**src/rtl/bus_arbiter_4to1.sv**
```systemverilog
// bus_arbiter_4to1: four-requester round-robin bus arbiter with a registered
// one-hot grant, a mandatory one-cycle dead gap between owners and a 4:1 data
// mux driven by the registered owner index.
// Optional feature: define ARB_HOLD_LIMIT_EN to compile in a per-grant hold
// counter that forces release after MAX_HOLD owned cycles and pulses timeout.
module bus_arbiter_4to1 #(
  parameter int unsigned MAX_HOLD = 16
) (
  input  logic        Clk,
  input  logic        Rst_n,
  input  logic [3:0]  req,
  input  logic        last,
  input  logic [31:0] inA,
  input  logic [31:0] inB,
  input  logic [31:0] inC,
  input  logic [31:0] inD,
  output logic [3:0]  gnt,
  output logic [1:0]  sel,
  output logic        busy,
  output logic [31:0] bus_data,
  output logic        timeout
);

  typedef enum logic [1:0] {
    S_IDLE = 2'd0,
    S_OWN  = 2'd1,
    S_GAP  = 2'd2
  } state_e;

  state_e      state_q, state_d;
  logic [3:0]  gnt_q, gnt_d;
  logic [1:0]  sel_q, sel_d;
  logic        busy_q, busy_d;
  logic        timeout_q, timeout_d;
  logic [1:0]  rr_ptr_q, rr_ptr_d;

  logic        win_valid;
  logic [1:0]  win_idx;
  logic        owner_req;
  logic        hold_hit;

`ifdef ARB_HOLD_LIMIT_EN
  logic [7:0]  hold_cnt_q, hold_cnt_d;
`else
  // The hold limit is compiled out; MAX_HOLD is kept only for a uniform
  // parameter interface across both builds.
  logic [7:0]  unused_max_hold;
  assign unused_max_hold = 8'(MAX_HOLD);
`endif

  // Round-robin pick: first set request bit scanning from rr_ptr upward.
  always_comb begin
    // NOTE: every variable written in a combinational block gets a default
    // first, so no path leaves it unassigned and no latch is inferred.
    win_valid = 1'b0;
    win_idx   = rr_ptr_q;
    for (int k = 3; k >= 0; k--) begin
      if (req[rr_ptr_q + 2'(k)]) begin
        win_valid = 1'b1;
        win_idx   = rr_ptr_q + 2'(k);
      end
    end
  end

  assign owner_req = req[sel_q];

`ifdef ARB_HOLD_LIMIT_EN
  assign hold_hit = (hold_cnt_q == 8'(MAX_HOLD));
`else
  assign hold_hit = 1'b0;
`endif

  // Next-state and registered-output logic for the IDLE/OWN/GAP machine.
  always_comb begin
    state_d   = state_q;
    gnt_d     = gnt_q;
    sel_d     = sel_q;
    busy_d    = busy_q;
    timeout_d = 1'b0;
    rr_ptr_d  = rr_ptr_q;
`ifdef ARB_HOLD_LIMIT_EN
    hold_cnt_d = hold_cnt_q;
`endif
    unique case (state_q)
      S_IDLE, S_GAP: begin
        if (win_valid) begin
          state_d = S_OWN;
          gnt_d   = 4'b0001 << win_idx;
          sel_d   = win_idx;
          busy_d  = 1'b1;
`ifdef ARB_HOLD_LIMIT_EN
          hold_cnt_d = 8'd1;
`endif
        end else begin
          state_d = S_IDLE;
          gnt_d   = 4'b0000;
          busy_d  = 1'b0;
`ifdef ARB_HOLD_LIMIT_EN
          hold_cnt_d = 8'd0;
`endif
        end
      end
      S_OWN: begin
        if (last || !owner_req || hold_hit) begin
          state_d   = S_GAP;
          gnt_d     = 4'b0000;
          busy_d    = 1'b0;
          rr_ptr_d  = sel_q + 2'd1;
          // Only a release caused purely by the hold limit is a timeout.
          timeout_d = hold_hit && !last && owner_req;
`ifdef ARB_HOLD_LIMIT_EN
          hold_cnt_d = 8'd0;
`endif
        end else begin
`ifdef ARB_HOLD_LIMIT_EN
          hold_cnt_d = hold_cnt_q + 8'd1;
`endif
        end
      end
      default: begin
        state_d = S_IDLE;
        gnt_d   = 4'b0000;
        busy_d  = 1'b0;
      end
    endcase
  end

  // State and output registers; reset aborts any grant immediately.
  always_ff @(posedge Clk or negedge Rst_n) begin
    if (!Rst_n) begin
      state_q   <= S_IDLE;
      gnt_q     <= 4'b0000;
      sel_q     <= 2'b00;
      busy_q    <= 1'b0;
      timeout_q <= 1'b0;
      rr_ptr_q  <= 2'b00;
    end else begin
      // NOTE: sequential state uses non-blocking assignments so every register
      // samples the pre-edge values regardless of statement order.
      state_q   <= state_d;
      gnt_q     <= gnt_d;
      sel_q     <= sel_d;
      busy_q    <= busy_d;
      timeout_q <= timeout_d;
      rr_ptr_q  <= rr_ptr_d;
    end
  end

`ifdef ARB_HOLD_LIMIT_EN
  // Hold counter: counts owned cycles of the current grant.
  always_ff @(posedge Clk or negedge Rst_n) begin
    if (!Rst_n) begin
      hold_cnt_q <= 8'd0;
    end else begin
      hold_cnt_q <= hold_cnt_d;
    end
  end
`endif

  // Data mux: selected word while an owner holds the bus, zero otherwise.
  always_comb begin
    bus_data = 32'h0000_0000;
    if (busy_q) begin
      unique case (sel_q)
        2'd0: bus_data = inA;
        2'd1: bus_data = inB;
        2'd2: bus_data = inC;
        2'd3: bus_data = inD;
        default: bus_data = 32'h0000_0000;
      endcase
    end
  end

  assign gnt     = gnt_q;
  assign sel     = sel_q;
  assign busy    = busy_q;
  assign timeout = timeout_q;

endmodule

```
**config.mk**
```make
export PLATFORM = sky130hd
export DESIGN_NAME = bus_arbiter_4to1
export DESIGN_NICKNAME = d
export VERILOG_FILES = /design/src/rtl/bus_arbiter_4to1.sv
export SDC_FILE = /design/constraint.sdc
export NUM_CORES = 1
export LEC_CHECK = 0
export BUFFER_PORTS_ARGS = -buffer_cell sky130_fd_sc_hd__buf_2
export CORE_MARGIN = 5
export CORE_UTILIZATION = 37
export CTS_BUF_LIST = sky130_fd_sc_hd__clkbuf_8 sky130_fd_sc_hd__clkbuf_16
export CTS_CLUSTER_SIZE = 16
export DETAILED_ROUTE_END_ITERATION = 10
export PLACE_DENSITY = 0.88
export RECOVER_POWER = 100
export SETUP_SLACK_MARGIN = 0.4
export SYNTH_ARGS = -nofsm -noshare
export SYNTH_HDL_FRONTEND = slang
export SYNTH_SLANG_ARGS = --single-unit
```
**constraint.sdc**
```tcl
create_clock -name Clk -period 4.25 [get_ports Clk]
set_input_delay 0.6375 -clock Clk [delete_from_list [all_inputs] [get_ports Clk]]
set_output_delay 0.6375 -clock Clk [all_outputs]
set_load 0.005 [all_outputs]
```
# Yosys cells after proc, flatten, opt, wreduce, memory -nomap -nowiden

Cells that the tools add are included.

Multipliers: 0
Magnitude comparators: 5
Reduce and logical (&&, ||, !) cells: 7
Add/subtract/negate cells: 4
Shift operators: 1
Bitwise logic cells: 0
Multiplexer cells: 29
Div/mod/pow operators: 0
Eq/ne operators: 6

Operator list:

| cell                                                                  | count |
|---|---|
| 32-bit one-hot mux with 4 select lines                                | 1 |
| 32-bit two-way mux                                                    | 1 |
| 2-bit by 3-bit < comparator with 1-bit output, second input constant  | 5 |
| 1-bit two-way mux                                                     | 12 |
| 1-bit binary-select mux with 2-bit select                             | 5 |
| 2-bit two-way mux                                                     | 5 |
| 4-bit two-way mux                                                     | 2 |
| 4-bit one-hot mux with 2 select lines                                 | 1 |
| 2-bit equality test, second input constant                            | 3 |
| 2-bit by 1-bit adder with 2-bit output, second input constant         | 2 |
| 2-bit adder, second input constant                                    | 2 |
| 2-bit by 1-bit equality test with 1-bit output, second input constant | 2 |
| 2-bit logical NOT                                                     | 2 |
| 2-bit one-hot mux with 2 select lines                                 | 1 |
| 2-bit AND reduction                                                   | 2 |
| 1-bit by 2-bit left shift with 4-bit output, first input constant     | 1 |
| 2-bit inequality test, second input constant                          | 1 |
| 1-bit one-hot mux with 2 select lines                                 | 1 |
| 2-bit OR reduction                                                    | 1 |
| 1-bit logical NOT                                                     | 1 |
| 1-bit logical OR                                                      | 1 |

Latch bits: 0
Flip-flop bits (word level): 11
Bits of input ports: 135
Memories: 0
Output and inout bits: 40
RAM bits: 0
Logic and storage cells: 57
Memory bits (read-only): 0

# Longest topological paths before layout

Gate-level depths: netlist of run 1.

Word-level depth: 10
Mapped depth: 7
Depth with buffers taken out: 5

# Worst setup path before layout of run 1

No wires, ideal clock.

Path type: reg2out
Start: reg sel_q[0], in the netlist sel[0]
End: out bus_data[10]
Required time: 3612 ps
Path slack: 2139 ps
Arrival time: 1474 ps
Path buffers: 1
Cell stages (with the launch flop): 7
Cells stage by stage: dfrtp_1 inv_1 ha_1 clkbuf_1 a222oi_1 o21ai_0 and2_1

Word-level cells in the longest chain between the ends: 3
Elaborated cells between the ends (all ways): 6
Those cells by class: eq/ne: 3; mux: 2; reduce/logical: 1

RTL lines:

| what                                        | line | source |
|---|---|---|
| from (decl)                                 | 32   | `logic [1:0] sel_q, sel_d;` |
| from (signal assigned)                      | 142  | `sel_q <= sel_d;` |
| 2-bit equality test (tied with other cells) | 164  | `unique case (sel_q)` |
| 32-bit one-hot mux with 4 select lines (*)  | 164  |  |
| 32-bit two-way mux (*)                      | 163  | `if (busy_q) begin` |
| to (decl)                                   | 20   | `output logic [31:0] bus_data,` |

Every way passes the cells marked *; elsewhere a longest branch is shown, timed or not.

# Final worst setup path of run 1

Start: reg sel_q[0], in the netlist sel[0]
End: out bus_data[1]

The elaborated chain is that of the path after synthesis.

==> results.sh, run 1 <==
export IMPL_outcome="complete, no violations"
export IMPL_path_clk_slew_ps=50
export IMPL_drv_cap=0
export IMPL_cts_hold_buf=0
export IMPL_layout_setup_ws_ps=1080
export IMPL_synth_seq_cells=11
export IMPL_die_y_microns=74.0
export IMPL_cpLargestDelayFamily="adder cells"
export IMPL_h_tree_depth=1
export IMPL_final_seq_area_sq_um=275
export IMPL_n_antenna_cell=0
export IMPL_layout_min_cycle_time_ps=3170
export IMPL_final_max_slew_viol_count=0
export IMPL_fmax_ghz=0.316
export IMPL_place_congestion=1.03
export IMPL_finalInstanceArea_sq_mm=0.00238
export IMPL_crit_chain="inv_1 -> ha_1 -> a222oi_1 -> o21ai_0 -> and2_0 -> buf_2"
export IMPL_dp_hpwl_mm=5.17
export IMPL_yosys_area_top_type="a222oi_1"
export IMPL_clock_sinks=11
export IMPL_critPathKind="flop to primary output"
export IMPL_grt_pass1_wl_mm=9.67
export IMPL_cts_buffer_depth=2
export IMPL_synth_top_cells_by_area="a222oi_1 (21%), dfrtp_1 (18%), and2_1 (13%)"
export IMPL_swShare=0.484
export IMPL_via_per_inst=5.52
export IMPL_multi_input_area_sq_mm=0.00112
export IMPL_drive_above_1_share=0.486
export IMPL_yosysTopAreaCellShare=0.212
export IMPL_synth_cell_type_count=34
export IMPL_core_area_sq_mm=0.00397
export IMPL_min_path_type="input pin to async pin"
export IMPL_finalSetupViolations=0
export IMPL_io_pins=175
export IMPL_clockPowerShare=0.073
export IMPL_rows=23
export IMPL_preCtsSetupSlack_ps=1400
export IMPL_required_ps=3610
export IMPL_cp_max_fo=32
export IMPL_p_sw_mw=0.669
export IMPL_fin_crit_sh=0.746
export IMPL_intPower_mw=0.715
export IMPL_critPathBufInv=2
export IMPL_hold_viol=0
export IMPL_cp_arrival_ps=2530
export IMPL_start_util=0.381
export IMPL_worst_pin_slew_ps=1220
export IMPL_cts_setup_buffers=0
export IMPL_whs_ps=367
export IMPL_syn_cell_area_sq_mm=0.00151
export IMPL_wl_per_cell_microns=16.1
export IMPL_synth_edf_count=0
export IMPL_area_delta_synth_final_pct=57.1
export IMPL_cp_end_kind="primary output"
export IMPL_grt_use_total=0.220
export IMPL_tritoncts="built"
export IMPL_crit_slowest_cell="ha_1"
export IMPL_cts_made_buffers=3
export IMPL_synthCells=201
export IMPL_setup_tns_ps=0
export IMPL_critPathLaunchType="flop"
export IMPL_grt_max_degree=65
export IMPL_grt_antenna_before_repair=0
export IMPL_slowest_delay_ps=970
export IMPL_seqPwrFrac=0.168
export IMPL_clock_root_buffer="clkbuf_8"
export IMPL_skew_ps=0.924
export IMPL_rsz0062_at_grt="no"
export IMPL_overflow=0
export IMPL_ys_async_sr_fraction=1.00
export IMPL_dieArea_sq_mm=0.00547
export IMPL_power_frac_comb=0.759
export IMPL_drt_pass1_iter_count=5
export IMPL_dr_first_iter_drc_count=291
export IMPL_vias=2253
export IMPL_synth_seq_area_share=0.182
export IMPL_dpl_cell_area_sq_mm=0.00236
export IMPL_cts_resized=0
export IMPL_io_buffer_count=173
export IMPL_drc=0
export IMPL_wl_mm=6.59
export IMPL_avgSynthCellArea_sq_um=7.53
export IMPL_ys_flop_type="dfrtp_1"
export IMPL_syn_nets=340
export IMPL_final_nets=498
export IMPL_leakage_nw=1.24
export IMPL_drtAntennaViolNets=0
export IMPL_clkLatencyLatePin_ps=240
export IMPL_dieWidth_microns=74.0
export IMPL_grt_pass1_vias=2008
export IMPL_irDropWorstVdd_mv=0.499
export IMPL_slew_headroom=0.188
export IMPL_n_fill_cell=374
export IMPL_pwr_density_cell_mw_per_mm2=582
export IMPL_yosysWarnings=0
metrics by stage:
| stage | util | power [mW] | instances |
|---|---|---|---|
| final | 0.599 | 1.38 | 408 |
| after global routing | 0.599 | 1.54 | 408 |
| after CTS | 0.606 | 1.42 | 408 |
| after detailed placement | 0.595 | 1.32 | 404 |
| after global placement | 0.595 | 1.29 | 404 |
| after floorplan | - | 0.931 | 201 |
worst register-to-register path, stage by stage, from the launching register on:
cell     delay [ps]
dfrtp_1         420
mux4_2          510
nor2b_1         150
nor3b_1         440
mux2_4          350
layout make-up:
| type | instances | share of cell area |
|---|---|---|
| Multi-Input combinational cell | 166 | 0.471 |
| Timing Repair Buffer | 174 | 0.363 |
| Sequential cell | 11 | 0.116 |
| Tap cell | 50 | 0.0263 |
| Clock buffer | 3 | 0.0174 |
| Inverter | 3 | 0.00473 |
| Clock inverter | 1 | 0.00158 |
cells by family (layout without fill, tap and decap cells):
| group | after synthesis | count (layout) | share of synthesized area |
|---|---|---|---|
| other cells | 1 | 1 | 0.00248 |
| flops | 11 | 11 | 0.182 |
| fa+ha+maj | 4 | 4 | 0.0331 |
| buf+inv | 24 | 181 | 0.0669 |
| compound gates | 80 | 80 | 0.395 |
| simple gates | 77 | 77 | 0.283 |
| mux | 4 | 4 | 0.0380 |
cells in the mapped netlist (2+ instances only):
library cell	count
a222oi_1	32
and2_1	32
nand2_1	32
o21ai_0	32
clkbuf_1	19
dfrtp_1	11
a21oi_1	4
ha_1	4
inv_1	3
a22o_1	2
mux2i_1	2
nand2b_1	2
o21bai_1	2
o22a_1	2
o2bb2ai_1	2
or2b_1	2
cell usage in the layout (no fill, tap or decap), types with 2 or more instances in the layout:
cell type	instances
or2b_1	2
mux2i_1	2
a22o_1	2
a222oi_1	32
o22a_1	2
ha_1	3
inv_1	4
a21oi_1	4
o21ai_0	32
o2bb2ai_1	2
buf_2	165
clkbuf_1	8
dfrtp_1	11
clkbuf_8	3
nand2b_1	2
nor3b_1	2
o21bai_1	2
and2_0	31
nand2_1	32
per-layer routing:
| metal | part of all wire | wire, microns | vias up | global-route usage |
|---|---|---|---|---|
| li1 | - | - | 1090 | - |
| met1 | 0.37 | 2420 | 1034 | 0.267 |
| met2 | 0.50 | 3320 | 119 | 0.406 |
| met3 | 0.12 | 762 | 10 | 0.0338 |
| met4 | 0.014 | 89 | 0 | 0.0543 |
| met5 | 0 | 0 | - | 0 |
sequential cells by signal, summed over array words and instances, names as in the netlist:
register	flops
busy	1
gnt	4
rr_ptr_q	2
sel	2
state_q	2
final timing paths:
path / endpoint / depth (start not counted) / slack, ps / startpoint
setup / recovery: bus_data[1] / 6 / 1080 / sel[0]
hold / removal: gnt[1] / 1 / 370 / Rst_n
setup reg to reg: rr_ptr_q[1] / 4 / 2270 / sel[1]
hold reg to reg: state_q[1] / 1 / 480 / state_q[1]
max in group asynchronous: sel[1] / 1 / 3510 / Rst_n
min in group Clk: state_q[1] / 1 / 480 / state_q[1]
power by group through the flow:
stage | clock (mW) | sequential [mW] | combinational [mW]
floorplan | 0 | 0.198 | 0.733
finish | 0.101 | 0.232 | 1.05
CTS | 0.105 | 0.235 | 1.08
global route | 0.110 | 0.249 | 1.18
global placement | 0 | 0.233 | 1.06
detailed placement | 0 | 0.235 | 1.08
Note: power is estimated with default switching activity, not from simulation.
==> run 2, diff against run 1 <==
- CORE_UTILIZATION: 37 -> 31
- PLACE_DENSITY: 0.88 -> 0.78
- clock period: 4.25 -> 2.8 ns (I/O delays scaled with it)
==> run 2 against run 1 <==
  * Via count grew 0.89%
  * Sequential cell count stayed put
  * Register-to-register slack worse by 1600 ps
  * Largest power group unchanged
  * Global-route usage shrank 3.0 points
  * Final cell count is 6.6% higher
  * Wire length shrank 0.11%
  * Final area grew 6.9%
  * Power grew 66%
  * Die area increased by 17%
  * Sequential share of layout area down 0.75 points
  * Sequential power rose by 54%
  * Non-clock buffer count is 10 higher
==> results.sh, run 2 (same netlist as run 1, synthesis figures left out) <==
export IMPL_start_util=0.321
export IMPL_irDropWorstVdd_mv=0.611
export IMPL_skew_ps=0.551
export IMPL_cp_end_kind="primary output"
export IMPL_fin_crit_sh=0.868
export IMPL_io_pins=175
export IMPL_hold_viol=0
export IMPL_outcome="complete, no violations"
export IMPL_preCtsSetupSlack_ps=416
export IMPL_wl_per_cell_microns=15.1
export IMPL_layout_setup_ws_ps=369
export IMPL_cp_max_fo=12
export IMPL_leakage_nw=1.31
export IMPL_finalSetupViolations=0
export IMPL_tritoncts="built"
export IMPL_final_max_slew_viol_count=0
export IMPL_critPathKind="flop to primary output"
export IMPL_clockPowerShare=0.067
export IMPL_largest_register_ffs=4
export IMPL_worst_pin_slew_ps=920
export IMPL_rr_endpoint="rr_ptr_q[1]"
export IMPL_vias=2273
export IMPL_place_congestion=0.933
export IMPL_area_delta_synth_final_pct=67.9
export IMPL_swShare=0.459
export IMPL_core_area_sq_mm=0.00472
export IMPL_dp_hpwl_mm=5.21
export IMPL_clock_sinks=11
export IMPL_final_common_cell="buf_2"
export IMPL_grt_use_total=0.190
export IMPL_wl_mm=6.58
export IMPL_r2r_start="sel[1]"
export IMPL_rsz0062_at_grt="yes"
export IMPL_min_path_type="input pin to async pin"
export IMPL_final_nets=508
export IMPL_final_cell_mix="buf_2 (168), a222oi_1 (32), nand2_1 (32), o21ai_0 (32), and2_0 (21)"
export IMPL_dr_first_iter_drc_count=218
export IMPL_intPower_mw=1.24
export IMPL_drive_above_1_share=0.511
export IMPL_pwr_density_cell_mw_per_mm2=903
export IMPL_drc=0
export IMPL_required_ps=2380
export IMPL_n_antenna_cell=0
export IMPL_slew_headroom=0.387
export IMPL_clkLatencyLatePin_ps=240
export IMPL_cts_made_buffers=3
export IMPL_drv_cap=0
export IMPL_setup_tns_ps=0
export IMPL_dieArea_sq_mm=0.00638
export IMPL_path_clk_slew_ps=50
export IMPL_cts_hold_buf=0
export IMPL_seqPwrFrac=0.155
export IMPL_fmax_ghz=0.411
export IMPL_overflow=0
export IMPL_dieWidth_microns=79.9
export IMPL_rows=25
export IMPL_via_per_inst=5.23
export IMPL_critPathLaunchType="flop"
export IMPL_reg2reg_depth=5
export IMPL_layout_min_cycle_time_ps=2430
export IMPL_drt_pass1_iter_count=6
export IMPL_reg2reg_setup_slack_ps=630
export IMPL_die_y_microns=79.9
export IMPL_cts_buffer_depth=2
export IMPL_cp_arrival_ps=2010
export IMPL_crit_path_start="sel[0]"
export IMPL_p_sw_mw=1.05
export IMPL_io_buffer_count=173
export IMPL_power_frac_comb=0.778
export IMPL_grt_max_degree=49
export IMPL_drtAntennaViolNets=0
export IMPL_grt_antenna_before_repair=0
export IMPL_h_tree_depth=1
export IMPL_crit_path_end="bus_data[5]"
export IMPL_clock_root_buffer="clkbuf_8"
export IMPL_grt_pass1_wl_mm=9.99
export IMPL_grt_pass1_vias=2154
## run 2: cell types whose count changed in the layout (fill, tap and decap cells not counted), sizes merged
cell    change
buf        +11
clkbuf      -1
## run 2: routing by layer
layer | vias to the layer above | part of all wire | track usage
li1 | 1113 | - | -
met1 | 1022 | 0.38 | 0.236
met2 | 125 | 0.51 | 0.334
met3 | 13 | 0.099 | 0.0316
met4 | 0 | 0.012 | 0.0574
met5 | - | 0 | 0
## run 2: cell type report
type | instances | area (sq um)
Sequential cell | 11 | 275
Timing Repair Buffer | 184 | 958
Multi-Input combinational cell | 166 | 1170
Tap cell | 67 | 83.8
Clock inverter | 1 | 3.75
Fill cell | 465 | 2180
Inverter | 3 | 11.3
Clock buffer | 3 | 41.3
## run 2: repair_timing
item                                    in CTS  in global routing
gates resized for setup                      7                  8
endpoints found under the hold margin        0                  0
buffers inserted                             3                  3
pin swaps                                    1                  3
endpoints found under the setup margin      32                 29
## run 2: worst max-delay path, stage by stage, from the launching register on
cell and delay (ps):
dfrtp_1 460, inv_1 170, ha_4 220, buf_6 140
a222oi_1 380, o21ai_0 110, and2_1 160, buf_2 120
## run 2: power groups by stage
stage          clock network (mW)  logic [mW]  registers, mW
5_1_grt                     0.167        1.99          0.381
3_3_place_gp                    0        1.67          0.352
3_5_place_dp                    0        1.68          0.365
4_1_cts                     0.160        1.77          0.359
2_1_floorplan                   0        1.11          0.301
6_report                    0.154        1.78          0.357
## run 2: how the worst min path moves through the flow
stage,start,end,slack (ps),cells after the start
2_1_floorplan,Rst_n,busy,120,0
4_1_cts,Rst_n,gnt[0],40,1
6_report,Rst_n,gnt[0],150,1
3_3_place_gp,Rst_n,gnt[0],290,1
5_1_grt,Rst_n,gnt[1],190,1
3_5_place_dp,Rst_n,gnt[0],300,1
## run 2: through the flow
| stage | cell area [sq um] | power [mW] | cells | util | hold slack, ps |
|---|---|---|---|---|---|
| after floorplan | 1510 | 1.41 | 201 | - | 124 |
| after global placement | 2430 | 2.02 | 425 | 0.514 | 293 |
| after detailed placement | 2430 | 2.05 | 425 | 0.514 | 299 |
| after CTS | 2520 | 2.29 | 432 | 0.534 | 38.6 |
| after global routing | 2540 | 2.54 | 435 | 0.538 | 192 |
| final | 2540 | 2.30 | 435 | 0.538 | 147 |
==> run 3, diff against run 2 <==
==> constraint.sdc (replaced) <==
create_clock -name Clk -period 2.8 [get_ports Clk]
set_input_delay 0.42 -clock Clk [delete_from_list [all_inputs] [get_ports Clk]]
set_output_delay 0.42 -clock Clk [all_outputs]
set_load 0.1 [all_outputs]
==> run 3 against run 2 <==
  * Setup slack got worse by 110 ps
  * Clock skew increased by 1.8 ps
  * Register-to-register slack about the same
  * Hold slack improved by 11 ps
  * Sequential cell count unchanged
  * Clock-buffer cell count unchanged
  * Critical path depth decreased by 1
  * Final area increased by 23%
  * Core utilization increased by 13 points
  * Final cell count increased by 0.92%
  * Wire length increased by 6.6%
  * First-iteration DRC count increased by 2.3%
  * Critical path type unchanged
  * Largest cell class is now buffers
==> results.sh, run 3 (same netlist as run 1, synthesis figures left out) <==
export IMPL_grt_pass1_wl_mm=10.7
export IMPL_whs_ps=158
export IMPL_wl_per_cell_microns=16.0
export IMPL_rsz0062_at_grt="yes"
export IMPL_io_buffer_count=173
export IMPL_grt_use_total=0.207
export IMPL_cp_arrival_ps=2120
export IMPL_largest_register_ffs=4
export IMPL_vias=2351
export IMPL_drv_cap=0
export IMPL_worst_pin_slew_ps=1210
export IMPL_drc=0
export IMPL_post_route_util=0.663
export IMPL_fmax_ghz=0.394
export IMPL_via_per_inst=5.36
export IMPL_outcome="complete, no violations"
export IMPL_skew_ps=2.37
export IMPL_cts_buffer_depth=2
export IMPL_final_max_slew_viol_count=0
export IMPL_preCtsSetupSlack_ps=340
export IMPL_drt_pass1_iter_count=9
export IMPL_n_antenna_cell=0
export IMPL_place_congestion=0.846
export IMPL_final_nets=512
export IMPL_tritoncts="built"
export IMPL_hold_viol=0
export IMPL_drive_above_1_share=0.602
export IMPL_io_pins=175
export IMPL_core_area_sq_mm=0.00472
export IMPL_required_ps=2380
export IMPL_cp_max_fo=19
export IMPL_min_path_type="input pin to async pin"
export IMPL_drtAntennaViolNets=0
export IMPL_dp_hpwl_mm=5.58
export IMPL_clock_sinks=11
export IMPL_dieArea_sq_mm=0.00638
export IMPL_rr_endpoint="rr_ptr_q[1]"
export IMPL_layout_min_cycle_time_ps=2540
export IMPL_setup_tns_ps=0
export IMPL_fin_crit_sh=0.907
export IMPL_reg2reg_setup_slack_ps=620
export IMPL_cp_end_kind="primary output"
export IMPL_layout_setup_ws_ps=260
export IMPL_overflow=0
export IMPL_r2r_start="sel[1]"
export IMPL_grt_max_degree=39
export IMPL_slew_headroom=0.196
export IMPL_dieWidth_microns=79.9
export IMPL_grt_pass1_vias=2333
export IMPL_cts_made_buffers=3
export IMPL_clkLatencyLatePin_ps=240
export IMPL_final_cell_mix="buf_2 (132), buf_12 (33), a222oi_1 (32), nand2_1 (32), and2_4 (30)"
export IMPL_dr_first_iter_drc_count=223
export IMPL_die_y_microns=79.9
export IMPL_start_util=0.321
export IMPL_clock_root_buffer="clkbuf_8"
export IMPL_final_common_cell="buf_2"
export IMPL_finalSetupViolations=0
export IMPL_reg2reg_depth=5
export IMPL_wl_mm=7.01
export IMPL_rows=25
export IMPL_h_tree_depth=1
export IMPL_grt_antenna_before_repair=0
export IMPL_critPathKind="flop to primary output"
export IMPL_area_delta_synth_final_pct=107
export IMPL_path_clk_slew_ps=50
export IMPL_critPathLaunchType="flop"
export IMPL_cts_hold_buf=0
[run 3: cell count changes in the layout (fill, tap and decap cells not counted), sizes merged]
cell,previous run,this run
buf,177,176
clkbuf,10,15
[run 3: what timing repair did]
item                       in CTS  in global routing
pin swaps                       2                 11
gates cloned                    0                  0
setup endpoints to repair      32                 31
resized for setup              11                 13
setup buffers                   4                  3
[run 3: how the worst max path moves through the flow]
stage	startpoint	endpoint	slack [ps]
2_1_floorplan	sel[0]	bus_data[0]	430
3_3_place_gp	sel[0]	bus_data[8]	390
3_5_place_dp	sel[0]	bus_data[8]	340
4_1_cts	sel[0]	bus_data[20]	400
5_1_grt	sel[0]	bus_data[8]	200
6_report	sel[0]	bus_data[27]	260
[run 3: worst max-delay path, cell delays in order (launching register included)]
cell	delay [ps]
dfrtp_4	520
ha_4	180
clkbuf_2	280
a222oi_1	390
o21ai_0	150
and2_4	190
buf_12	160
[run 3: cell type report]
class                   instances  area (sq um)
clock buffers                   3          41.3
clock inverters                 1          3.75
fillers                       402          1590
inverters                       3          11.3
multi-input cells             166          1240
flip-flops and latches         11           283
well taps                      67          83.8
repair buffers                188          1470
[run 3: per-layer routing]
layer / global-route usage / share of wire / up-vias / wire (microns)
met4: 0.0422 / 0.021 / 0 / 148
met3: 0.0293 / 0.098 / 15 / 688
met1: 0.245 / 0.37 / 1074 / 2560
met5: 0 / 0 / - / 0
met2: 0.392 / 0.51 / 138 / 3610
li1: - / - / 1124 / -
[run 3: stage by stage]
stage	cells	instance area, sq um
after floorplan	201	1600
after global placement	428	3000
after detailed placement	428	3000
final	439	3130
after global routing	439	3130
after CTS	436	3120
Power of run 3 is not shown: default switching activity piles up to over one toggle a cycle in this logic, so the estimate is an artifact.
